==> config.mk <==
export PLATFORM = sky130hd
export DESIGN_NAME = rule110_host_ctrl_flat
export DESIGN_NICKNAME = d
export VERILOG_FILES = /design/src/rtl/rule110_host_pkg.sv /design/src/rtl/rule110_host_ctrl_if.sv /design/src/rtl/rule110_host_ctrl.sv /design/src/flat_wrapper.sv
export SDC_FILE = /design/constraint.sdc
export NUM_CORES = 1
export LEC_CHECK = 0
export ABC_AREA = 0
export CORE_MARGIN = 5
export CORE_UTILIZATION = 39
export DETAILED_ROUTE_END_ITERATION = 8
export GPL_ROUTABILITY_DRIVEN = 0
export PLACE_DENSITY = 0.76
export SLEW_MARGIN = 20
export SYNTH_ARGS = -nofsm -noshare
export SYNTH_HDL_FRONTEND = slang
export SYNTH_SLANG_ARGS = --single-unit
==> constraint.sdc <==
create_clock -name clk -period 2.5 [get_ports clk]
set_input_delay 0.5 -clock clk [delete_from_list [all_inputs] [get_ports clk]]
set_output_delay 0.5 -clock clk [all_outputs]
set_load 0.02 [all_outputs]
==> src/rtl/rule110_host_pkg.sv <==
// Shared definitions for the rule-110 automaton host controller.
// Holds the command opcodes, the controller FSM state encoding and the
// default geometry of the attached automaton (block count, address width).
package rule110_host_pkg;

    localparam int NUM_BLOCKS_DEF = 29;
    localparam int ADDR_BITS_DEF  = 6;
    localparam int CMD_ARG_W      = 16;

    typedef enum logic [1:0] {
        OP_LOAD = 2'd0,
        OP_RUN  = 2'd1,
        OP_DUMP = 2'd2,
        OP_RSVD = 2'd3
    } op_e;

    typedef enum logic [2:0] {
        ST_IDLE      = 3'd0,
        ST_LOAD_WAIT = 3'd1,
        ST_LOAD_WR   = 3'd2,
        ST_RUN       = 3'd3,
        ST_DUMP_ADDR = 3'd4,
        ST_DUMP_OUT  = 3'd5
    } state_e;

endpackage

==> src/rtl/rule110_host_ctrl_if.sv <==
// Host-side bus of the rule-110 controller: the command handshake, the
// byte stream into the automaton (LOAD) and the byte stream out (DUMP).
//   cmd_valid/cmd_ready, cmd_op[1:0], cmd_arg[15:0] : command channel
//   s_data[7:0]/s_valid/s_ready                     : LOAD byte stream
//   m_data[7:0]/m_valid/m_ready                     : DUMP byte stream
// master = host side, slave = controller side.
interface rule110_host_ctrl_if;
    import rule110_host_pkg::*;

    logic                 cmd_valid;
    logic                 cmd_ready;
    logic [1:0]           cmd_op;
    logic [CMD_ARG_W-1:0] cmd_arg;
    logic [7:0]           s_data;
    logic                 s_valid;
    logic                 s_ready;
    logic [7:0]           m_data;
    logic                 m_valid;
    logic                 m_ready;

    modport master (
        output cmd_valid, cmd_op, cmd_arg, s_data, s_valid, m_ready,
        input  cmd_ready, s_ready, m_data, m_valid
    );

    modport slave (
        input  cmd_valid, cmd_op, cmd_arg, s_data, s_valid, m_ready,
        output cmd_ready, s_ready, m_data, m_valid
    );

endinterface

==> src/rtl/rule110_host_ctrl.sv <==
// Host controller for a block-addressed rule-110 cellular automaton.
// Accepts LOAD (stream bytes into the automaton blocks), RUN (release the
// halt for N generations) and DUMP (stream the blocks back out) commands.
// Ports:
//   clk, reset          : clock, asynchronous active-high reset
//   host (slave)        : command / LOAD stream / DUMP stream bus
//   ca_data, ca_we_n    : block write data and active-low write strobe
//   ca_halt_n           : active-low halt; one generation per cycle when high
//   ca_addr             : block address
//   ca_q                : automaton read data (combinational from ca_addr)
//   busy                : high whenever the controller is not idle
module rule110_host_ctrl
    import rule110_host_pkg::*;
#(
    parameter int NUM_BLOCKS = NUM_BLOCKS_DEF,
    parameter int ADDR_BITS  = ADDR_BITS_DEF
) (
    input  logic                 clk,
    input  logic                 reset,
    rule110_host_ctrl_if.slave   host,
    output logic [7:0]           ca_data,
    output logic                 ca_we_n,
    output logic                 ca_halt_n,
    output logic [ADDR_BITS-1:0] ca_addr,
    input  logic [7:0]           ca_q,
    output logic                 busy
);

    localparam logic [ADDR_BITS-1:0] LAST_BLK = ADDR_BITS'(NUM_BLOCKS - 1);

    state_e                 state;
    state_e                 next_state;
    logic [ADDR_BITS-1:0]   blk;
    logic [CMD_ARG_W-1:0]   gen;
    logic                   cmd_accept;
    logic                   last_blk;
    logic                   run_done;

    assign cmd_accept = host.cmd_valid && (state == ST_IDLE);
    assign last_blk   = (blk == LAST_BLK);
    // The final halt-released cycle is the one where the counter reads 1;
    // a zero count leaves RUN straight away.
    assign run_done   = (gen <= CMD_ARG_W'(1));

    always_ff @(posedge clk or posedge reset) begin
        if (reset) begin
            state <= ST_IDLE;
        end else begin
            state <= next_state;
        end
    end

    always_comb begin
        next_state     = state;
        host.cmd_ready = 1'b0;
        host.s_ready   = 1'b0;
        busy           = 1'b1;
        case (state)
            ST_IDLE: begin
                host.cmd_ready = 1'b1;
                busy           = 1'b0;
                if (host.cmd_valid) begin
                    case (op_e'(host.cmd_op))
                        OP_LOAD: next_state = ST_LOAD_WAIT;
                        OP_RUN:  next_state = ST_RUN;
                        OP_DUMP: next_state = ST_DUMP_ADDR;
                        default: next_state = ST_IDLE;
                    endcase
                end
            end
            ST_LOAD_WAIT: begin
                host.s_ready = 1'b1;
                if (host.s_valid) next_state = ST_LOAD_WR;
            end
            ST_LOAD_WR:   next_state = last_blk ? ST_IDLE : ST_LOAD_WAIT;
            ST_RUN:       if (run_done) next_state = ST_IDLE;
            ST_DUMP_ADDR: next_state = ST_DUMP_OUT;
            ST_DUMP_OUT: begin
                if (host.m_ready) next_state = last_blk ? ST_IDLE : ST_DUMP_ADDR;
            end
            default:      next_state = ST_IDLE;
        endcase
    end

    // Every automaton-facing pin and the DUMP byte come straight from these
    // flops, so nothing on the host side can reach the ca_* pins combinationally.
    always_ff @(posedge clk or posedge reset) begin
        if (reset) begin
            blk          <= '0;
            gen          <= '0;
            ca_data      <= '0;
            ca_we_n      <= 1'b1;
            ca_halt_n    <= 1'b0;
            ca_addr      <= '0;
            host.m_data  <= '0;
            host.m_valid <= 1'b0;
        end else begin
            case (state)
                ST_IDLE: begin
                    if (cmd_accept) begin
                        case (op_e'(host.cmd_op))
                            OP_LOAD: blk <= '0;
                            OP_RUN: begin
                                gen       <= host.cmd_arg;
                                ca_halt_n <= (host.cmd_arg != '0);
                            end
                            OP_DUMP: begin
                                blk     <= '0;
                                ca_addr <= '0;
                            end
                            default: ;
                        endcase
                    end
                end
                ST_LOAD_WAIT: begin
                    if (host.s_valid) begin
                        ca_data <= host.s_data;
                        ca_addr <= blk;
                        ca_we_n <= 1'b0;
                    end
                end
                ST_LOAD_WR: begin
                    ca_we_n <= 1'b1;
                    if (last_blk) begin
                        blk     <= '0;
                        ca_addr <= '0;
                        ca_data <= '0;
                    end else begin
                        blk <= blk + 1'b1;
                    end
                end
                ST_RUN: begin
                    if (run_done) begin
                        gen       <= '0;
                        ca_halt_n <= 1'b0;
                    end else begin
                        gen <= gen - 1'b1;
                    end
                end
                ST_DUMP_ADDR: begin
                    // ca_addr has been stable for a full cycle, so ca_q is settled.
                    host.m_data  <= ca_q;
                    host.m_valid <= 1'b1;
                end
                ST_DUMP_OUT: begin
                    if (host.m_ready) begin
                        host.m_valid <= 1'b0;
                        if (last_blk) begin
                            blk     <= '0;
                            ca_addr <= '0;
                        end else begin
                            blk     <= blk + 1'b1;
                            ca_addr <= blk + 1'b1;
                        end
                    end
                end
                default: ;
            endcase
        end
    end

endmodule

==> src/flat_wrapper.sv <==
// flat-port wrapper written by rule: the top's interface ports become plain ports
module rule110_host_ctrl_flat import rule110_host_pkg::*;
#(
    parameter int NUM_BLOCKS = NUM_BLOCKS_DEF,
    parameter int ADDR_BITS  = ADDR_BITS_DEF
)
  (clk, reset, ca_data, ca_we_n, ca_halt_n, ca_addr, ca_q, busy, host_cmd_valid, host_cmd_op, host_cmd_arg, host_s_data, host_s_valid, host_m_ready, host_cmd_ready, host_s_ready, host_m_data, host_m_valid);
  rule110_host_ctrl_if host_i ();
  input  logic clk;
  input  logic reset;
  output logic [7:0] ca_data;
  output logic ca_we_n;
  output logic ca_halt_n;
  output logic [ADDR_BITS-1:0] ca_addr;
  input  logic [7:0] ca_q;
  output logic busy;
  input wire logic [$bits(host_i.cmd_valid)-1:0] host_cmd_valid;
  input wire logic [$bits(host_i.cmd_op)-1:0] host_cmd_op;
  input wire logic [$bits(host_i.cmd_arg)-1:0] host_cmd_arg;
  input wire logic [$bits(host_i.s_data)-1:0] host_s_data;
  input wire logic [$bits(host_i.s_valid)-1:0] host_s_valid;
  input wire logic [$bits(host_i.m_ready)-1:0] host_m_ready;
  output wire logic [$bits(host_i.cmd_ready)-1:0] host_cmd_ready;
  output wire logic [$bits(host_i.s_ready)-1:0] host_s_ready;
  output wire logic [$bits(host_i.m_data)-1:0] host_m_data;
  output wire logic [$bits(host_i.m_valid)-1:0] host_m_valid;
  assign host_i.cmd_valid = host_cmd_valid;
  assign host_i.cmd_op = host_cmd_op;
  assign host_i.cmd_arg = host_cmd_arg;
  assign host_i.s_data = host_s_data;
  assign host_i.s_valid = host_s_valid;
  assign host_i.m_ready = host_m_ready;
  assign host_cmd_ready = host_i.cmd_ready;
  assign host_s_ready = host_i.s_ready;
  assign host_m_data = host_i.m_data;
  assign host_m_valid = host_i.m_valid;
  rule110_host_ctrl #(.NUM_BLOCKS(NUM_BLOCKS), .ADDR_BITS(ADDR_BITS)) u_core (.clk(clk), .reset(reset), .host(host_i), .ca_data(ca_data), .ca_we_n(ca_we_n), .ca_halt_n(ca_halt_n), .ca_addr(ca_addr), .ca_q(ca_q), .busy(busy));
endmodule
==> out/metrics.cfg <==
[setup_path]
crit_chain = or3_1, inv_1, clkdlybuf4s50_1
critical_path.max_stage_delay_ns = 0.59
crit_buf_inv = 2
worstPathArrival_ns = 1.85
crit_fanout = 8
critical_path.top_delay_family = buffers and inverters
rr_worst_depth = 5
required_ns = 2.00
worstSetupEndpointType = primary output
critPathLaunchType = flop
critPathKind = flop to primary output
cpMaxStageDelayCell = clkdlybuf4s50_1
cp.depth = 3

[routing]
drc_errors = 0
dr.first_iter.drc_count = 177
vias = 2521
firstDrtPassIters = 4
viasPerCell = 5.602
wl_per_cell_um = 15.98
drt-total-wl_um = 7191
drtAntennaViolNets = 0

[place]
hpwl_um = 5240
port_buffers = 66
placed_area_um2 = 3518

[clock_network]
post-cts-setup-buffers = 0
clk_latency_ns = 0.30
cts_resized = 0
clockBufferDepth = 2
cts.clk_slew.worst_paths_ns = 0.09
h-tree-depth = 2
cts_buffers = 5
clockRootBuffer = clkbuf_8
postCtsHoldBufs = 0
cts.sinks = 50
cts_tree = yes

[power_and_ir_drop]
switchingPower_mw = 1.811
p_comb_frac = 0.538
ir_drop_v = 0.0005678
p_int_mw = 2.431
clkPwrFrac = 0.116
static-leakage-power_nw = 1.476
power_density_nw_per_um2 = 1174
seqPwrFrac = 0.346
switching_share = 0.4268

[timing]
fin_tns_setup_ns = 0
worst_pin_slew_ns = 0.9140
hold_violations = 0
fin_skew_ns = 0.01132
setup_viol = 0
slew_viol_final = 0
fmax_mhz = 425.1
rsz0062_at_grt = no
period_share = 0.9410
period_needed_ns = 2.352
max_slew_margin = 0.3884

[synthesis]
synth-simple-area-share = 0.1902
yosysSeqAreaShare = 0.4611
synth_xor_area_frac = 0.006449
synth.distinct_cells = 54
synth_fa_ha_area_frac = 0.01842
synth_top_area_frac = 0.4514
synth_nets = 326
synthArstFlopShare = 1.000
synth_area_leader_cell = dfrtp_1
synth.most_common_cell = dfrtp_1
synth-seq-cells = 50
synthTopCellsByArea = dfrtp_1, mux2_2, o21ai_0
synth_edf_count = 0
yosys-top-cells-count = dfrtp_1, o21ai_0, nor2_1
syn_avg_cell_area_um2 = 9.598
synth_top_family_by_area = compound AO/OA/AOI/OAI gates
syn_area_um2 = 2716
synthCells = 283
synth_flop_cell = dfrtp_1
ys_warn_count = 0
synthMuxAreaShare = 0.06541
synth_compound_area_frac = 0.2262

[finish]
postLayoutCellArea_um2 = 3613
multiInputGateArea_um2 = 1376
nets = 396
area_growth_pct = 33.03
regArea_um2 = 1252
drive_gt1_frac = 0.1130
diodes = 0
fill_cells = 612
utilization = 0.5319

[global_routing]
grt_pass1_vias = 2567
grt_overflow = 0
antenna_found_initial = 0
grt_pass1_wl_um = 12100
gr-usage-all-layers = 0.1691
grt_max_degree = 51

[die]
num_rows = 30
core_um2 = 6794
die_w_um = 93.46
start_util = 0.3998
ios = 67
dieArea_um2 = 8734
fp.dieH_um = 93.46

[flow_run]
max_cap_violations = 0

[hold_path]
hold_path.class = flop to flop
holdPathStages = 1

[outcome]
status = completed

-- metal layers --
| layer | global-route usage | vias to the layer above | share of wire |
|---|---|---|---|
| met5 | 0 | - | 0 |
| met4 | 0.05128 | 0 | 0.011 |
| met3 | 0.03298 | 8 | 0.059 |
| met2 | 0.2775 | 83 | 0.49 |
| met1 | 0.2249 | 1223 | 0.44 |
| li1 | - | 1207 | - |
-- power by group through the flow --
stage / Sequential, mW / Clock [mW] / Combinational [mW]
global placement: 1.46 / 0 / 2.24
floorplan: 1.62 / 0 / 1.26
CTS: 1.47 / 0.510 / 2.29
finish: 1.47 / 0.492 / 2.28
detailed placement: 1.48 / 0 / 2.28
global route: 1.53 / 0.550 / 2.50
-- flip-flops by register name (all words and copies together) (netlist names) --
register / flops
u_core.host.m_valid: 1
u_core.ca_halt_n: 1
u_core.state: 3
u_core.blk: 6
u_core.host.m_data: 8
u_core.ca_data: 8
u_core.gen: 16
u_core.ca_addr: 6
u_core.ca_we_n: 1
-- cell usage in the layout, fill, tap and decap left out, drive strengths merged, types with 3 or more instances in the layout --
cell           Yosys  routed
a21oi             15      15
a221o              3       3
a22o              10      10
a22oi              6       6
a31oi              4       4
and3               5       5
buf                3       9
clkbuf             9       6
clkdlybuf4s50      0      66
dfrtp             49      49
ha                 4       4
inv               11      11
mux2              14      14
nand2             19      19
nand2b             6       6
nand3             11      11
nand3b             4       4
nor2              21      21
nor3               8       8
nor4              11      11
o211ai             3       3
o21ai             25      25
o22ai              3       3
o31ai              4       4
or4                5       5
-- worst paths after layout --
check | slack, ns | startpoint | endpoint
max | 0.15 | u_core.state[2] | host_cmd_ready
min | 0.51 | u_core.ca_data[3] | u_core.ca_data[3]
max reg2reg | 0.19 | u_core.gen[8] | u_core.gen[5]
min reg2reg | 0.51 | u_core.ca_data[3] | u_core.ca_data[3]
max in group asynchronous | 1.37 | reset | u_core.host.m_valid
min in group asynchronous | 0.65 | reset | u_core.host.m_data[5]
-- metrics by stage --
step / instances / worst slack [ns] / hold slack [ns] / power (mW)
floorplan: 283 / 0.3926 / 0.4704 / 2.881
global placement: 442 / 0.1614 / 0.4839 / 3.694
detailed placement: 442 / 0.1115 / 0.4852 / 3.751
CTS: 450 / 0.1330 / 0.5091 / 4.262
global route: 450 / 0.03723 / 0.5321 / 4.576
finish: 450 / 0.1475 / 0.5053 / 4.242
-- final cells by class --
| type | instances | area share |
|---|---|---|
| Timing Repair Buffer | 75 | 0.2015 |
| Clock inverter | 2 | 0.003463 |
| Sequential cell | 50 | 0.3466 |
| Clock buffer | 6 | 0.02285 |
| Tap cell | 96 | 0.03324 |
| Multi-Input combinational cell | 210 | 0.3809 |
| Inverter | 11 | 0.01143 |
-- worst reg2reg max path: stages, from the launching register on --
cell	delay, ns
dfrtp_1	0.46
or4_4	0.60
nor4_2	0.31
a31o_2	0.41
o21ai_0	0.16
a22o_1	0.28
-- logic make-up after synthesis --
kind of cell / count (synthesis)
flops: 50
xor+xnor: 2
simple gates: 97
fa+ha+maj: 4
mux: 16
buf+inv: 23
compound gates: 91
(Power assumes the default switching activity.)
